--- src/rtl/uart_dist_reporter.sv ---
`timescale 1ns/1ps
// uart_dist_reporter: periodically prints CHANNELS binary distance values as
// fixed-point ASCII decimal ("A=123.456,B=0.007\n") to a start/done UART.
module uart_dist_reporter #(
    parameter int CLK_FREQ    = 50000000,
    parameter int REPORT_HZ   = 10,
    parameter int DATA_W      = 19,
    parameter int DIGITS      = 6,
    parameter int FRAC_DIGITS = 3,
    parameter int CHANNELS    = 2
) (
    input  logic                       clk,
    input  logic                       rstn,
    input  logic                       enable,
    input  logic [CHANNELS*DATA_W-1:0] data_in,
    output logic [7:0]                 tx_data,
    output logic                       tx_start,
    input  logic                       tx_done,
    output logic                       busy,
    output logic [CHANNELS-1:0]        ovf,
    output logic                       tick_miss
);

    // Number of decimal digits needed to hold 2^w-1.
    function automatic int dec_digits(input int w);
        longint unsigned v;
        int n;
        v = (64'd1 << w) - 64'd1;
        n = 1;
        while (v >= 64'd10) begin
            v = v / 64'd10;
            n++;
        end
        return n;
    endfunction

    localparam int PERIOD       = CLK_FREQ / REPORT_HZ;
    localparam int TCNT_W       = (PERIOD > 1) ? $clog2(PERIOD) : 1;
    localparam int VAL_DIGITS   = dec_digits(DATA_W);
    localparam int BCD_N        = (VAL_DIGITS > DIGITS) ? VAL_DIGITS : DIGITS;
    localparam int DD_W         = BCD_N * 4 + DATA_W;
    localparam int INT_D        = DIGITS - FRAC_DIGITS;
    // Byte positions within one channel's record.
    localparam int POS_INT_LAST = INT_D + 1;
    localparam int POS_DOT      = INT_D + 2;
    localparam int POS_SEP      = DIGITS + 3;
    localparam int POS_W        = $clog2(POS_SEP + 1);
    localparam int CH_W         = (CHANNELS > 1) ? $clog2(CHANNELS) : 1;
    localparam int BIT_W        = (DATA_W > 1) ? $clog2(DATA_W) : 1;
    localparam longint unsigned SAT_LIMIT = 64'(10) ** DIGITS;

    typedef enum logic [2:0] {
        IDLE,
        LOAD,
        CONV,
        SAT,
        EMIT,
        NEXT
    } state_t;

    state_t                     state_q;
    state_t                     state_d;
    logic [TCNT_W-1:0]          tcnt;
    logic                       tick;
    logic                       frame_start;
    logic [CHANNELS*DATA_W-1:0] frame_data;
    logic [CH_W-1:0]            ch;
    logic                       last_ch;
    logic [DATA_W-1:0]          chan_val;
    // BCD digits sit above the binary shift bits in one register so a single
    // left shift moves the next binary MSB into the BCD LSB.
    logic [DD_W-1:0]            dd;
    logic [DD_W-1:0]            dd_adj;
    logic [BIT_W-1:0]           bit_cnt;
    logic                       sat_pend;
    logic [POS_W-1:0]           pos;
    logic                       lead;
    logic                       pend;
    logic [3:0]                 digit;
    logic                       is_int;
    logic                       skip;
    logic                       last_pos;
    logic [7:0]                 byte_d;

    // Report period counter; tick on terminal count.
    always_ff @(posedge clk or negedge rstn) begin
        if (!rstn) begin
            tcnt <= '0;
        end else if (tcnt == TCNT_W'(PERIOD - 1)) begin
            tcnt <= '0;
        end else begin
            tcnt <= tcnt + 1'b1;
        end
    end

    // Status decode: tick, frame start, last channel, busy.
    always_comb begin
        tick        = (tcnt == TCNT_W'(PERIOD - 1));
        frame_start = tick && enable && (state_q == IDLE);
        last_ch     = (ch == CH_W'(CHANNELS - 1));
        // busy drops as soon as the final separator has been acknowledged.
        busy        = (state_q != IDLE) && !((state_q == NEXT) && last_ch);
    end

    // FSM state register.
    always_ff @(posedge clk or negedge rstn) begin
        if (!rstn) begin
            state_q <= IDLE;
        end else begin
            state_q <= state_d;
        end
    end

    // FSM next-state logic.
    always_comb begin
        state_d = state_q;
        case (state_q)
            IDLE: if (frame_start) state_d = LOAD;
            LOAD: state_d = CONV;
            CONV: if (bit_cnt == BIT_W'(DATA_W - 1)) state_d = SAT;
            SAT:  state_d = EMIT;
            EMIT: if (pend && tx_done && last_pos) state_d = NEXT;
            NEXT: state_d = last_ch ? IDLE : LOAD;
            default: state_d = IDLE;
        endcase
    end

    // Select the current channel from the frame snapshot.
    always_comb begin
        chan_val = '0;
        for (int unsigned i = 0; i < CHANNELS; i++) begin
            if (ch == CH_W'(i)) chan_val = frame_data[i*DATA_W +: DATA_W];
        end
    end

    // Double-dabble add-3 correction on every BCD nibble >= 5.
    always_comb begin
        dd_adj = dd;
        for (int unsigned i = 0; i < BCD_N; i++) begin
            if (dd[DATA_W + i*4 +: 4] >= 4'd5) begin
                dd_adj[DATA_W + i*4 +: 4] = dd[DATA_W + i*4 +: 4] + 4'd3;
            end
        end
    end

    // Byte formatter: map the record position to an ASCII character.
    always_comb begin
        digit = '0;
        for (int unsigned i = 0; i < DIGITS; i++) begin
            if (i >= FRAC_DIGITS) begin
                if (pos == POS_W'(DIGITS + 1 - i)) digit = dd[DATA_W + i*4 +: 4];
            end else if (pos == POS_W'(DIGITS + 2 - i)) begin
                digit = dd[DATA_W + i*4 +: 4];
            end
        end
        is_int   = (pos >= POS_W'(2)) && (pos <= POS_W'(POS_INT_LAST));
        skip     = is_int && lead && (digit == 4'd0) && (pos != POS_W'(POS_INT_LAST));
        last_pos = (pos == POS_W'(POS_SEP));
        if (pos == '0)                   byte_d = 8'h41 + 8'(ch);
        else if (pos == POS_W'(1))       byte_d = 8'h3D;
        else if (pos == POS_W'(POS_DOT)) byte_d = 8'h2E;
        else if (last_pos)               byte_d = last_ch ? 8'h0A : 8'h2C;
        else                             byte_d = {4'h3, digit};
    end

    // Datapath: snapshot, conversion, saturation, byte handshake.
    always_ff @(posedge clk or negedge rstn) begin
        if (!rstn) begin
            frame_data <= '0;
            ch         <= '0;
            dd         <= '0;
            bit_cnt    <= '0;
            sat_pend   <= 1'b0;
            pos        <= '0;
            lead       <= 1'b0;
            pend       <= 1'b0;
            tx_data    <= '0;
            tx_start   <= 1'b0;
            ovf        <= '0;
            tick_miss  <= 1'b0;
        end else begin
            tx_start  <= 1'b0;
            tick_miss <= tick && enable && (state_q != IDLE);
            case (state_q)
                IDLE: begin
                    if (frame_start) begin
                        frame_data <= data_in;
                        ch         <= '0;
                    end
                end
                LOAD: begin
                    dd       <= DD_W'(chan_val);
                    bit_cnt  <= '0;
                    sat_pend <= (64'(chan_val) >= SAT_LIMIT);
                    pos      <= '0;
                    lead     <= 1'b1;
                    pend     <= 1'b0;
                end
                CONV: begin
                    dd      <= dd_adj << 1;
                    bit_cnt <= bit_cnt + 1'b1;
                end
                SAT: begin
                    for (int unsigned i = 0; i < CHANNELS; i++) begin
                        if (ch == CH_W'(i)) ovf[i] <= sat_pend;
                    end
                    if (sat_pend) begin
                        for (int unsigned i = 0; i < DIGITS; i++) begin
                            dd[DATA_W + i*4 +: 4] <= 4'd9;
                        end
                    end
                end
                EMIT: begin
                    if (!pend) begin
                        if (skip) begin
                            pos <= pos + 1'b1;
                        end else begin
                            tx_data  <= byte_d;
                            tx_start <= 1'b1;
                            pend     <= 1'b1;
                            if (is_int) lead <= 1'b0;
                        end
                    end else if (tx_done) begin
                        pend <= 1'b0;
                        if (!last_pos) pos <= pos + 1'b1;
                    end
                end
                NEXT: begin
                    if (!last_ch) ch <= ch + 1'b1;
                end
                default: ;
            endcase
        end
    end

endmodule

--- config.mk ---
export PLATFORM = sky130hd
export DESIGN_NAME = uart_dist_reporter
export DESIGN_NICKNAME = d
export VERILOG_FILES = /design/src/rtl/uart_dist_reporter.sv
export SDC_FILE = /design/constraint.sdc
export NUM_CORES = 1
export LEC_CHECK = 0
export CAP_MARGIN = 20
export CORE_MARGIN = 5
export CORE_UTILIZATION = 38
export DETAILED_ROUTE_END_ITERATION = 10
export SLEW_MARGIN = 5
export SYNTH_ARGS = -nofsm -noshare
export SYNTH_HDL_FRONTEND = slang
export SYNTH_SLANG_ARGS = --single-unit
--- constraint.sdc ---
create_clock -name clk -period 2.6 [get_ports clk]
set_input_delay 0.52 -clock clk [delete_from_list [all_inputs] [get_ports clk]]
set_output_delay 0.52 -clock clk [all_outputs]
set_load 0.1 [all_outputs]
## Word level (Yosys, flattened, before mapping)

Cells that the tools add are included.

- Add/subtract/negate cells: 11
- Magnitude comparators: 8
- Equality and inequality tests: 26
- Mux-type cells: 45
- Bitwise logic cells: 3
- Reductions and logical operators: 27

Operators with widths:

| cell | number |
|---|---|
| $mux W4 | 15 |
| $pmux W24 S2 | 1 |
| $pmux W19 S2 | 1 |
| $ge A4 B3 Y1 const B | 6 |
| $mux W6 | 4 |
| $add A23 B1 Y23 const B | 1 |
| $eq A23 B23 Y1 const B | 1 |
| $mux W23 | 1 |
| $add A4 B2 Y4 const B | 5 |
| $mux W19 | 1 |
| $pmux W3 S6 | 1 |
| $eq A4 B3 Y1 const B | 4 |
| $mux W3 | 4 |
| $ne A2 B2 Y1 const B | 6 |
| $logic_and A1 B1 Y1 | 11 |
| $mux W1 | 11 |
| $pmux W5 S2 | 1 |
| $ne A3 B3 Y1 const B | 3 |
| $add A7 B1 Y8 const A | 1 |
| $eq A4 B2 Y1 const B | 2 |
| $eq A4 B4 Y1 const B | 2 |
| $logic_not A4 Y1 | 2 |
| $mux W8 | 1 |
| $pmux W4 S2 | 1 |
| 21 further kinds | 34 |

- Flip-flop bits (word level): 129
- Logic and storage cells: 133

## Depth between registers and ports, before layout

Gate-level depths: netlist of the first run.

- Depth in word-level cells: 13
- Mapped depth: 11
- Mapped depth without buffers: 9

## Worst setup path before layout of the first run

No wires, ideal clock.

- Path type: register to output
- Start point: reg ch
- End point: out busy
- Data arrival time: 2377 ps
- Data required time: 2080 ps
- Path slack: -297 ps
- Cell stages (with the launch flop): 5
- Path buffers: 2
- Cell sequence: dfrtp_1 -> clkbuf_1 -> buf_1 -> and3_1 -> o21bai_1

- Longest elaborated chain between the ends: 3

Ends and longest elaborated chain:

| item | RTL line | text |
|---|---|---|
| start, declared | 67 | `logic [CH_W-1:0] ch;` |
| start signal, assigned | 229 | `if (!last_ch) ch <= ch + 1'b1;` |
| $logic_and A1 B1 Y1 | 102 | `busy = (state_q != IDLE) && !((state_q == NEXT) && last_ch);` |
| $logic_not A1 Y1 | 102 |  |
| $logic_and A1 B1 Y1 | 102 |  |
| end, declared | 19 | `output logic busy,` |

Every way passes these cells.

## Worst setup path in the final report of the first run

- Start point: reg pos[1]
- End point: reg tx_data[5]

- Longest elaborated chain between the ends: 12
- Elaborated cells on any way between the ends: 30

Ends and longest elaborated chain:

| item | RTL line | text |
|---|---|---|
| start, declared | 76 | `logic [POS_W-1:0] pos;` |
| start signal, assigned | 216 | `pos <= pos + 1'b1;` |
| start signal, assigned | 225 | `if (!last_pos) pos <= pos + 1'b1;` |
| $eq A4 B4 Y1 | 152 | `end else if (pos == POS_W'(DIGITS + 2 - i)) begin` |
| $mux W4 (3 in series) | 152 |  |
| $mux W4 (3 in series) | 151 | `if (pos == POS_W'(DIGITS + 1 - i)) digit = dd[DATA_W + i*4 +: 4];` |
| $logic_not A4 Y1 | 157 | `skip = is_int && lead && (digit == 4'd0) && (pos != POS_W'(POS_INT_LAST));` |
| $logic_and A1 B1 Y1 (2 in series) | 157 |  |
| $not A1 Y1 (no line) | n/a |  |
| $reduce_and A3 Y1 (no line) | n/a |  |
| end signal, assigned | 218 | `tx_data <= byte_d;` |
| end, declared | 16 | `output logic [7:0] tx_data,` |

Several ways; a longest one is shown, not always the timed one.
A chain may end at the register's enable or synchronous reset.

==> results of run 1 <==
==> flip-flops by register name (all words and copies together) (netlist names) <==
register / count
state_q: 3
tick_miss: 1
tx_start: 1
dd: 43
tx_data: 7
pos: 4
lead: 1
tcnt: 23
frame_data: 38
pend: 1
bit_cnt: 5
ch: 1
==> cell usage after synthesis, drive strengths merged, types with 5 or more instances <==
| master | n | share of area, % |
|---|---|---|
| dfrtp | 128 | 49 |
| nor2 | 59 | 3.5 |
| nand2 | 41 | 2.4 |
| mux2 | 39 | 7.3 |
| o21ai | 32 | 2.6 |
| a21oi | 30 | 2.3 |
| mux2i | 20 | 3.1 |
| buf | 19 | 1.8 |
| ha | 19 | 3.7 |
| inv | 19 | 1.1 |
| a221o | 18 | 2.8 |
| xnor2 | 17 | 2.3 |
| clkbuf | 16 | 0.92 |
| nand3 | 16 | 1.3 |
| xor2 | 13 | 1.8 |
| and3 | 10 | 0.96 |
| nand2b | 10 | 0.96 |
| o22ai | 9 | 0.87 |
| o31ai | 8 | 1.1 |
| a21o | 6 | 0.69 |
| a221oi | 6 | 0.81 |
| a32o | 6 | 0.92 |
| o32ai | 6 | 0.81 |
| nand4 | 5 | 0.48 |
| nor2b | 5 | 0.52 |
| nor3 | 5 | 0.38 |
==> power by group <==
| part | leakage, nW | internal (W) | switching, W | total, W |
|---|---|---|---|---|
| Clock | 0.282 | 0.00152 | 0.000848 | 0.00237 |
| Combinational | 1.66 | 0.0000578 | 0.0000671 | 0.000125 |
| Sequential | 1.75 | 0.00199 | 0 | 0.00199 |
==> worst max-delay path, stage by stage, from the launching register on <==
cell	delay, ns
sky130_fd_sc_hd__dfrtp_2	0.44
sky130_fd_sc_hd__inv_1	0.12
sky130_fd_sc_hd__ha_1	0.21
sky130_fd_sc_hd__and3b_1	0.22
sky130_fd_sc_hd__o2bb2ai_1	0.14
sky130_fd_sc_hd__o21bai_1	0.18
sky130_fd_sc_hd__a21o_2	0.27
sky130_fd_sc_hd__o31ai_4	0.38
sky130_fd_sc_hd__mux2_2	0.38
==> how the worst max path moves through the flow <==
stage / to / slack (ns) / cells past startpoint
after floorplan: busy / 0.29 / 4
after global placement: tx_data[5]$_DFFE_PN0P_ / 0.11 / 8
after detailed placement: tx_data[5]$_DFFE_PN0P_ / -0.02 / 9
after CTS: tx_data[5]$_DFFE_PN0P_ / 0.01 / 8
after global routing: tx_data[5]$_DFFE_PN0P_ / 0.009 / 9
final: tx_data[5]$_DFFE_PN0P_ / 0.15 / 8
==> kinds of logic after synthesis <==
family	share of synthesized area, %
simple gates	12.7
flops	49.3
fa+ha+maj	3.66
mux	10.4
buf+inv	3.83
other cells	0.0577
xor+xnor	4.04
compound gates	16.1
==> area by class of cell <==
type                       instances  area (um2)
clock buffer                      20         447
fill                            1528        8820
clock inverter                    10         138
timing repair buffer              69         643
sequential                       128        3210
inverter                          20        75.1
multi-input combinational        428        3090
tap                              220         275
==> layer usage <==
layer  GRT usage [%]  routed length, um  up-vias
met4            5.20                161        0
li1                -                  -     2306
met5               0                  0        -
met2            23.8               6870       64
met3            3.39                453       13
met1            20.1               6800     2399
==> what timing repair did <==
item / 4_1_cts / 5_1_grt
resized for setup: 1 / 6
pin swaps: 0 / 1
setup buffers: 0 / 1
cloned: 0 / 1
setup endpoints to repair: 1 / 10
==> through the flow <==
step / setup slack, ns / util (%) / instance area (um2)
floorplan: 0.288 / - / 6510
global placement: 0.112 / 43.4 / 7250
detailed placement: -0.0232 / 43.4 / 7250
CTS: 0.0102 / 46.9 / 7840
global route: 0.00895 / 47.2 / 7880
finish: 0.155 / 47.2 / 7880
==> summary.txt, run 1 <==
Status
  – Result of the run: finished clean

Clock tree
  – Clock Sink Count: 128
  – Clock-pin slew of the registers on the worst-case setup and hold paths: 0.06 ns
  – TritonCTS buffer count: 17
  – Hold buffer count at cts: 0
  – Maximum number of buffers from clock root to sink: 2
  – Clock H-tree levels: 4
  – Clock latency at the later pin of the worst-skew pair: 0.41 ns
  – CTS tree: yes
  – Root Buffer Master: sky130_fd_sc_hd__clkbuf_16

Route
  – Wire length per cell: 16.0 um
  – Number of vias after detailed routing: 4,782
  – DRC marker count from the first detailed-route iteration: 276
  – Initial DRT Pass Iterations: 5
  – Number of remaining DRC errors: 0
  – Detailed Route WL: 14,300 um
  – Routed vias/inst: 5.34
  – Remaining antenna violation count after routing: 0

STA
  – Fmax: 409 MHz
  – Headroom to the max-slew limit: 41.8%
  – Minimum period implied by the final worst setup slack: 2.45 ns
  – Worst hold margin: 0.0319 ns
  – Final total negative setup slack: 0 ns
  – Unrepaired setup endpoints after global routing: false
  – Final setup fails: 0
  – Measured slew at the worst slew-check pin: 0.871 ns
  – Post-Route Skew: 0.00905 ns
  – Slew Limit Fails: 0
  – Hold Fails Final Rpt: 0
  – Share of the clock period used by the worst path after layout: 94.0%

Placed design
  – RePlAce Congestion: 0.850
  – Count of buffers from port buffering: 51
  – Cell count after placement: 863
  – Post-DP HPWL: 9910 um

Synth
  – Number of enable-type register cells in the synthesized netlist: 0
  – Warnings from Yosys: 0
  – FFs w/ async S/R, synth: 100%
  – Main synth FF type: sky130_fd_sc_hd__dfrtp_1
  – Post-synthesis instance total: 608
  – Post-synthesis area per instance: 10.7 um2
  – Post-synthesis instance area: 6500 um2
  – Yosys reg bits: 128
  – Post-synthesis sequential area ratio: 49.3%
  – Number of distinct library cells after synthesis: 63

Setup path
  – Reg2reg start: pos[1]$_DFFE_PN0P_
  – Critical path data required time: 2.89 ns
  – Worst-path maximum fanout: 8
  – Worst setup slack for register-to-register paths: 0.15 ns
  – Setup crit start: pos[1]$_DFFE_PN0P_
  – Number of cells on the worst reg-to-reg path: 8
  – Critical Path Source Type: flip-flop
  – Worst path arrival time: 2.74 ns
  – Setup crit end kind: flip-flop
  – Type of the worst setup path: flip-flop to flip-flop
  – FF-to-FF End: tx_data[5]$_DFFE_PN0P_

Power
  – Total power per unit cell area: 569 nW/um2
  – Overall power of the completed layout: 0.00449 W
  – Peak supply drop: 0.409 mV
  – Pleak: 3.69 nW

Flow run
  – Number of maximum-capacitance constraint violations: 0

Cells and area
  – Diode count: 0
  – Area growth from synthesis to final layout: 21.1%
  – Fraction of layout instances using a drive strength above 1: 16.6%
  – Layout Cells excl Fill: 895
  – Commonest cells after routing, fill and taps aside: sky130_fd_sc_hd__dfrtp_1 (126), sky130_fd_sc_hd__nor2_1 (57), sky130_fd_sc_hd__nand2_1 (41)
  – Most common library cell in the layout ignoring fill and taps: sky130_fd_sc_hd__dfrtp_1
  – Total Nets Final: 725

Global route
  – GRT overflow: 0
  – Initial antenna violation count: 0
  – Global routing usage summed across all routing layers: 14.9%
  – Maximum number of pins on one net before global-route repair: 65
  – Global-route wire length before repair: 24,200 um
  – Via count of the first global-routing pass: 4,880

Floorplanning
  – Horiz. Die Dim: 141 um
  – Die height: 141 um
  – Die footprint: 19,800 um2
  – Site row count: 47
  – Starting density of the core: 38.9%
  – Number of primary I/O pins: 55
  – Core Area: 16,700 um2

Hold path
  – Class of the tightest hold or removal check: input port to async pin
Power figures use the tool's default switching activity.
==> inputs of run 2 (changes only) <==
Settings changed: GPL_ROUTABILITY_DRIVEN from default to 0.
==> run 2 against run 1 <==
  * Sequential cell count unchanged
  * Sequential power barely moved
  * First-iteration DRC count is 8.3% higher
  * Combinational power is essentially flat
  * Total power is 1.2% higher
  * Fmax decreased by 1.4%
  * Critical path depth grew 1
  * Register-to-register slack worse by 0.03 ns
  * Critical path type unchanged
  * Via count grew 0.44%
  * Clock power is 2% higher
  * Final cell count rose by 0.22%
==> summary.txt, run 2 (synthesized netlist as in run 1, its figures left out) <==
Power
  – Total net switching power: 0.000925 W (+1.1%)
  – Pleak: 3.71 nW (+0.45%)
  – Total power per unit cell area: 573 nW/um2 (+0.60%)
  – Internal power consumption: 0.00361 W (+1.2%)
  – Fraction of power consumed by combinational cells: 2.8% (about the same)
  – Fraction of power consumed by sequential logic: 43.9% (-0.5 points)
  – Fraction of power spent switching nets: 20.4% (about the same)
  – Peak supply drop: 0.544 mV (+33%)
  – Clock power frac: 53.3% (+0.5 points)

STA
  – Share of the clock period used by the worst path after layout: 95.4% (+1.3 points)
  – Minimum period implied by the final worst setup slack: 2.48 ns (+0.0339 ns)
  – Measured slew at the worst slew-check pin: 0.882 ns (+0.0108 ns)
  – Unrepaired setup endpoints after global routing: false
  – Fmax: 403 MHz (-1.4%)
  – Setup WS post-layout: 0.121 ns (-0.0339 ns)
  – Hold Fails Final Rpt: 0 (unchanged)
  – Post-Route Skew: 0.00930 ns (+0.000248 ns)
  – Headroom to the max-slew limit: 41.1% (-0.72 points)
  – Slew Limit Fails: 0 (unchanged)
  – Final total negative setup slack: 0 ns (unchanged)
  – Final setup fails: 0 (unchanged)

Floorplanning
  – Site row count: 47 (unchanged)
  – Number of primary I/O pins: 55 (unchanged)
  – Die height: 141 um (unchanged)
  – Core Area: 16,700 um2 (unchanged)
  – Die footprint: 19,800 um2 (unchanged)
  – Horiz. Die Dim: 141 um (unchanged)
  – Starting density of the core: 38.9% (unchanged)

Setup path
  – Setup crit end kind: flip-flop
  – Critical Path Source Type: flip-flop
  – Critical path data required time: 2.89 ns (about the same)
  – Cells along the critical path: ha_1 > nor2b_2 > a221oi_1 > a311oi_1 > o22ai_2 > buf_4 > nor4_4 > o22ai_1 > o2bb2ai_1
  – Type of the worst setup path: flip-flop to flip-flop
  – Largest stage delay on the critical path: 0.44 ns (about the same)
  – Worst-path maximum fanout: 8 (unchanged)
  – Critical path's slowest cell: sky130_fd_sc_hd__dfrtp_2
  – Worst path arrival time: 2.77 ns (+0.03 ns)

Hold path
  – Class of the tightest hold or removal check: input port to async pin

Cells and area
  – Commonest cells after routing, fill and taps aside: sky130_fd_sc_hd__dfrtp_1 (126), sky130_fd_sc_hd__nor2_1 (57), sky130_fd_sc_hd__nand2_1 (41)
  – Layout Utilization: 47.4% (+0.26 points)
  – Largest register FFs: 43 (unchanged)
  – Filler cell count in the final layout: 1,510 (-1.2%)
  – Diode count: 0 (unchanged)
  – Storage element area: 3210 um2 (unchanged)
  – Final cell area excluding filler cells: 7920 um2 (+0.56%)
  – Fraction of layout instances using a drive strength above 1: 17.0% (+0.39 points)
  – Most common library cell in the layout ignoring fill and taps: sky130_fd_sc_hd__dfrtp_1
  – Area growth from synthesis to final layout: 21.8%
  – Registers with the highest flip-flop counts: dd x43, frame_data x38, tcnt x23
  – Total Nets Final: 726 (+0.14%)
  – Register with the highest flop count: dd
  – Footprint of the multi-input gates: 3100 um2 (+0.28%)

Route
  – Initial DRT Pass Iterations: 5 (unchanged)
  – Number of remaining DRC errors: 0 (unchanged)
  – Number of vias after detailed routing: 4,803 (+0.44%)
  – Detailed Route WL: 14,100 um (-1.2%)
  – DRC marker count from the first detailed-route iteration: 299 (+8.3%)
  – Routed vias/inst: 5.35 (+0.22%)
  – Wire length per cell: 15.7 um (-1.4%)
  – Remaining antenna violation count after routing: 0 (unchanged)

Clock tree
  – Clock Sink Count: 128 (unchanged)
  – Clock H-tree levels: 4 (unchanged)
  – CTS tree: yes
  – Root Buffer Master: sky130_fd_sc_hd__clkbuf_16
  – Clock latency at the later pin of the worst-skew pair: 0.41 ns (about the same)
  – Maximum number of buffers from clock root to sink: 2 (unchanged)
  – Clock-pin slew of the registers on the worst-case setup and hold paths: 0.05 ns (about the same)
  – TritonCTS buffer count: 17 (unchanged)

Global route
  – Initial antenna violation count: 0 (unchanged)
  – Met3 layer usage reported by global route: 4.03% (+0.64 points)
  – Global-route wire length before repair: 23,700 um (-2.1%)
  – GR met1 Demand/Resource: 20.2% (+0.099 points)
  – Layer carrying the most global-route usage: met2
  – GRT overflow: 0 (unchanged)
  – Via count of the first global-routing pass: 4,779 (-2.1%)
  – Maximum number of pins on one net before global-route repair: 76 (+17%)
  – Global routing usage summed across all routing layers: 14.6% (-0.32 points)
  – Met2 track demand over resource in global routing: 22.6% (-1.2 points)

Placed design
  – Post-DP HPWL: 9770 um (-1.4%)
  – Cell area after placement: 7260 um2 (+0.10%)
  – Count of buffers from port buffering: 51 (unchanged)
  – Worst slack at placement: 0.0173 ns (+0.0405 ns)

Status
  – Result of the run: finished clean

Flow run
  – Number of maximum-capacitance constraint violations: 0 (unchanged)
## run 2: cell types whose count changed in the layout (fill, tap and decap cells not counted)
| cell | previous run | this run |
|---|---|---|
| sky130_fd_sc_hd__clkbuf_1 | 2 | 1 |
| sky130_fd_sc_hd__clkinv_2 | 3 | 0 |
| sky130_fd_sc_hd__o31ai_2 | 1 | 0 |
| sky130_fd_sc_hd__clkinvlp_4 | 2 | 3 |
| sky130_fd_sc_hd__bufinv_16 | 3 | 2 |
| sky130_fd_sc_hd__o31ai_4 | 1 | 2 |
| sky130_fd_sc_hd__buf_4 | 27 | 28 |
| sky130_fd_sc_hd__clkinv_4 | 1 | 2 |
| sky130_fd_sc_hd__inv_6 | 1 | 0 |
| sky130_fd_sc_hd__clkbuf_8 | 1 | 6 |
## run 2: worst paths after layout
path	from	end	slack, ns	cells past startpoint
min reg2reg	dd[0]$_DFFE_PN0N_	dd[0]$_DFFE_PN0N_	0.48	2
min in group clk	dd[0]$_DFFE_PN0N_	dd[0]$_DFFE_PN0N_	0.48	2
max	pos[1]$_DFFE_PN0P_	pos[0]$_DFFE_PN0P_	0.12	9
max in group asynchronous	rstn	state_q[2]$_DFFE_PN0P_	1.81	2
min	rstn	dd[37]$_DFFE_PN0P_	0.05	1
max reg2reg	pos[1]$_DFFE_PN0P_	pos[0]$_DFFE_PN0P_	0.12	9
## run 2: layout make-up
class,count,share of cell area [%]
repair buffers,70,8.21
flip-flops and latches,128,40.5
inverters,20,0.948
well taps,220,3.47
clock inverters,7,1.26
clock buffers,24,6.46
multi-input cells,428,39.2
## run 2: worst max-delay path: cells and delay by family (launching register included)
kind            cells  cell delay (ns)
compound gates      5             0.94
fa+ha+maj           1             0.18
buf+inv             1             0.19
flops               1             0.44
simple gates        2             0.62
## run 2: repair_timing
item / CTS / global route
hold endpoints to repair: 0 / 0
endpoints found under the setup margin: 0 / 11
resized for setup: 0 / 8
setup buffers: 0 / 1
hold buffers: 0 / 0
## run 2: power by group through the flow
stage | combinational, W | clock (W) | sequential (W)
global placement | 0.000127 | 0 | 0.00203
global route | 0.000139 | 0.00257 | 0.00199
detailed placement | 0.000129 | 0 | 0.00203
CTS | 0.000130 | 0.00248 | 0.00199
floorplan | 0.0000237 | 0 | 0.00203
finish | 0.000125 | 0.00242 | 0.00199
## run 2: metal layers
metal | wire (um) | share of wire [%] | vias to the layer above
met5 | 0 | 0 | -
met4 | 167 | 1.2 | 0
met3 | 614 | 4.3 | 16
met2 | 6670 | 47 | 105
met1 | 6670 | 47 | 2374
li1 | - | - | 2308
## run 2: through the flow
stage / hold WS, ns / std cells / power [W]
4_1_cts: 0.0499 / 895 / 0.00460
6_report: 0.0502 / 897 / 0.00454
3_5_place_dp: 0.473 / 864 / 0.00216
3_3_place_gp: 0.465 / 864 / 0.00216
5_1_grt: 0.0684 / 897 / 0.00470
2_1_floorplan: 0.224 / 610 / 0.00205
==> inputs of run 3 (changes only) <==
Settings changed: CORE_MARGIN 5 to default.
==> run 3 against run 2 <==
  * Clock skew is 0.00079 ns higher
  * Worst hold slack better by 0.074 ns
  * Register-to-register slack better by 0.04 ns
  * Die area decreased by 11%
  * Via count increased by 0.25%
  * Wire length fell by 1.8%
  * Non-clock buffer count grew 6
  * Largest cell class unchanged
  * Largest power group unchanged
==> summary.txt, run 3 (synthesized netlist as in run 1, its figures left out) <==
Status
  – Result of the run: finished clean

Setup path
  – Worst path arrival time: 2.72 ns (-0.05 ns)
  – Critical Path Source Type: flip-flop
  – Type of the worst setup path: flip-flop to flip-flop
  – Setup crit end kind: flip-flop
  – Critical path data required time: 2.89 ns (about the same)
  – Number of cells on the worst reg-to-reg path: 11 (+2)
  – Worst-path maximum fanout: 10 (+2)

STA
  – Final setup fails: 0 (unchanged)
  – Setup WS post-layout: 0.165 ns (+0.0444 ns)
  – Post-Route Skew: 0.0101 ns (+0.000789 ns)
  – Slew Limit Fails: 0 (unchanged)
  – Hold Fails Final Rpt: 0 (unchanged)
  – Measured slew at the worst slew-check pin: 0.841 ns (-0.0411 ns)
  – Share of the clock period used by the worst path after layout: 93.6% (-1.7 points)
  – Headroom to the max-slew limit: 43.8% (+2.7 points)
  – Minimum period implied by the final worst setup slack: 2.43 ns (-0.0444 ns)
  – Fmax: 411 MHz (+1.8%)
  – Worst hold margin: 0.124 ns (+0.0739 ns)

Floorplanning
  – Number of primary I/O pins: 55 (unchanged)
  – Site row count: 47 (unchanged)
  – Die footprint: 17,600 um2 (-11%)
  – Starting density of the core: 39.1% (+0.14 points)
  – Core Area: 16,600 um2 (-0.35%)
  – Horiz. Die Dim: 133 um (-5.7%)
  – Die height: 133 um (-5.7%)

Route
  – Wire length per cell: 15.4 um (-2.3%)
  – DRC marker count from the first detailed-route iteration: 236 (-21%)
  – Number of vias after detailed routing: 4,815 (+0.25%)
  – Initial DRT Pass Iterations: 4 (-1)
  – Detailed Route WL: 13,900 um (-1.8%)
  – Number of remaining DRC errors: 0 (unchanged)
  – Routed vias/inst: 5.34 (-0.31%)
  – Remaining antenna violation count after routing: 0 (unchanged)

Global route
  – Via count of the first global-routing pass: 4,909 (+2.7%)
  – Global-route wire length before repair: 23,600 um (-0.64%)
  – Global routing usage summed across all routing layers: 16.8% (+2.2 points)
  – Maximum number of pins on one net before global-route repair: 48 (-37%)
  – GRT overflow: 0 (unchanged)
  – Initial antenna violation count: 0 (unchanged)

Power
  – Peak supply drop: 0.454 mV (-17%)
  – Total power per unit cell area: 577 nW/um2 (+0.69%)
  – Pleak: 3.75 nW (+1.1%)

Clock tree
  – Clock latency at the later pin of the worst-skew pair: 0.42 ns (about the same)
  – Clock H-tree levels: 4 (unchanged)
  – Maximum number of buffers from clock root to sink: 2 (unchanged)
  – Clock Sink Count: 128 (unchanged)
  – Hold buffer count at cts: 0 (unchanged)
  – Root Buffer Master: sky130_fd_sc_hd__clkbuf_16
  – Clock-pin slew of the registers on the worst-case setup and hold paths: 0.05 ns (about the same)
  – TritonCTS buffer count: 17 (unchanged)
  – CTS tree: yes

Cells and area
  – Registers with the highest flip-flop counts: dd x43, frame_data x38, tcnt x23
  – Total Nets Final: 731 (+0.69%)
  – Diode count: 0 (unchanged)
  – Commonest cells after routing, fill and taps aside: sky130_fd_sc_hd__dfrtp_1 (127), sky130_fd_sc_hd__nor2_1 (57), sky130_fd_sc_hd__nand2_1 (41)
  – Area growth from synthesis to final layout: 22.8%
  – Final cell area excluding filler cells: 7990 um2 (+0.82%)
  – Fraction of layout instances using a drive strength above 1: 17.3% (+0.32 points)
  – Most common library cell in the layout ignoring fill and taps: sky130_fd_sc_hd__dfrtp_1
  – Register with the highest flop count: dd
  – Largest register FFs: 43 (unchanged)

Flow run
  – Number of maximum-capacitance constraint violations: 0 (unchanged)

Placed design
  – Worst slack at placement: 0.00709 ns (-0.0102 ns)
  – Post-DP HPWL: 9660 um (-1.1%)
  – Cell area after placement: 7290 um2 (+0.41%)
  – Count of buffers from port buffering: 51 (unchanged)

Hold path
  – Class of the tightest hold or removal check: input port to async pin
## run 3: worst paths after layout
check                                        start                  to  slack [ns]
worst max-delay path            pos[1]$_DFFE_PN0P_    lead$_DFFE_PN0P_        0.17
worst min-delay path                          rstn  dd[30]$_DFFE_PN0P_        0.12
worst max register to register  pos[1]$_DFFE_PN0P_    lead$_DFFE_PN0P_        0.17
worst min register to register   dd[0]$_DFFE_PN0N_   dd[0]$_DFFE_PN0N_        0.49
max in group asynchronous                     rstn   tcnt[5]$_DFF_PN0_        1.65
min in group clk                 dd[0]$_DFFE_PN0N_   dd[0]$_DFFE_PN0N_        0.49
## run 3: per-stage QoR
stage	setup TNS [ns]	instances	utilization, %	power [W]
6_report	0	902	48.0	0.00461
5_1_grt	-0.000131	902	48.0	0.00475
4_1_cts	0	901	47.7	0.00467
3_5_place_dp	0	868	43.8	0.00216
3_3_place_gp	0	868	43.8	0.00216
2_1_floorplan	0	610	-	0.00205
## run 3: what timing repair did
action | in CTS | in global routing
resized for setup | 1 | 7
buffers inserted | 2 | 1
pin swaps | 1 | 0
setup endpoints to repair | 2 | 4
## run 3: critical path, stage by stage, from the launching register on
cell,delay [ns]
sky130_fd_sc_hd__dfrtp_2,0.46
sky130_fd_sc_hd__inv_1,0.15
sky130_fd_sc_hd__ha_1,0.18
sky130_fd_sc_hd__and3b_1,0.24
sky130_fd_sc_hd__o2bb2ai_1,0.13
sky130_fd_sc_hd__o21bai_1,0.15
sky130_fd_sc_hd__a21o_1,0.20
sky130_fd_sc_hd__o31ai_4,0.10
sky130_fd_sc_hd__buf_12,0.15
sky130_fd_sc_hd__buf_4,0.13
sky130_fd_sc_hd__a2111oi_2,0.33
sky130_fd_sc_hd__nor2_1,0.08
## run 3: cell type report
cell class | count | area (um2)
Multi-Input combinational cell | 427 | 3100
Fill cell | 1496 | 8660
Sequential cell | 128 | 3200
Clock inverter | 9 | 158
Clock buffer | 22 | 464
Inverter | 20 | 75.1
Timing Repair Buffer | 76 | 708
Tap cell | 220 | 275
## run 3: report_power, final
group | internal (W) | leakage (nW) | switching (W)
Clock | 0.00165 | 0.296 | 0.000837
Sequential | 0.00199 | 1.75 | 0
Combinational | 0.0000588 | 1.70 | 0.0000679
Total | 0.00370 | 3.75 | 0.000905
## run 3: metal layers
layer / GRT usage [%] / wire length, um
met5: 0 / 0
met4: 6.19 / 198
met3: 4.60 / 478
met2: 26.8 / 6730
met1: 21.9 / 6460
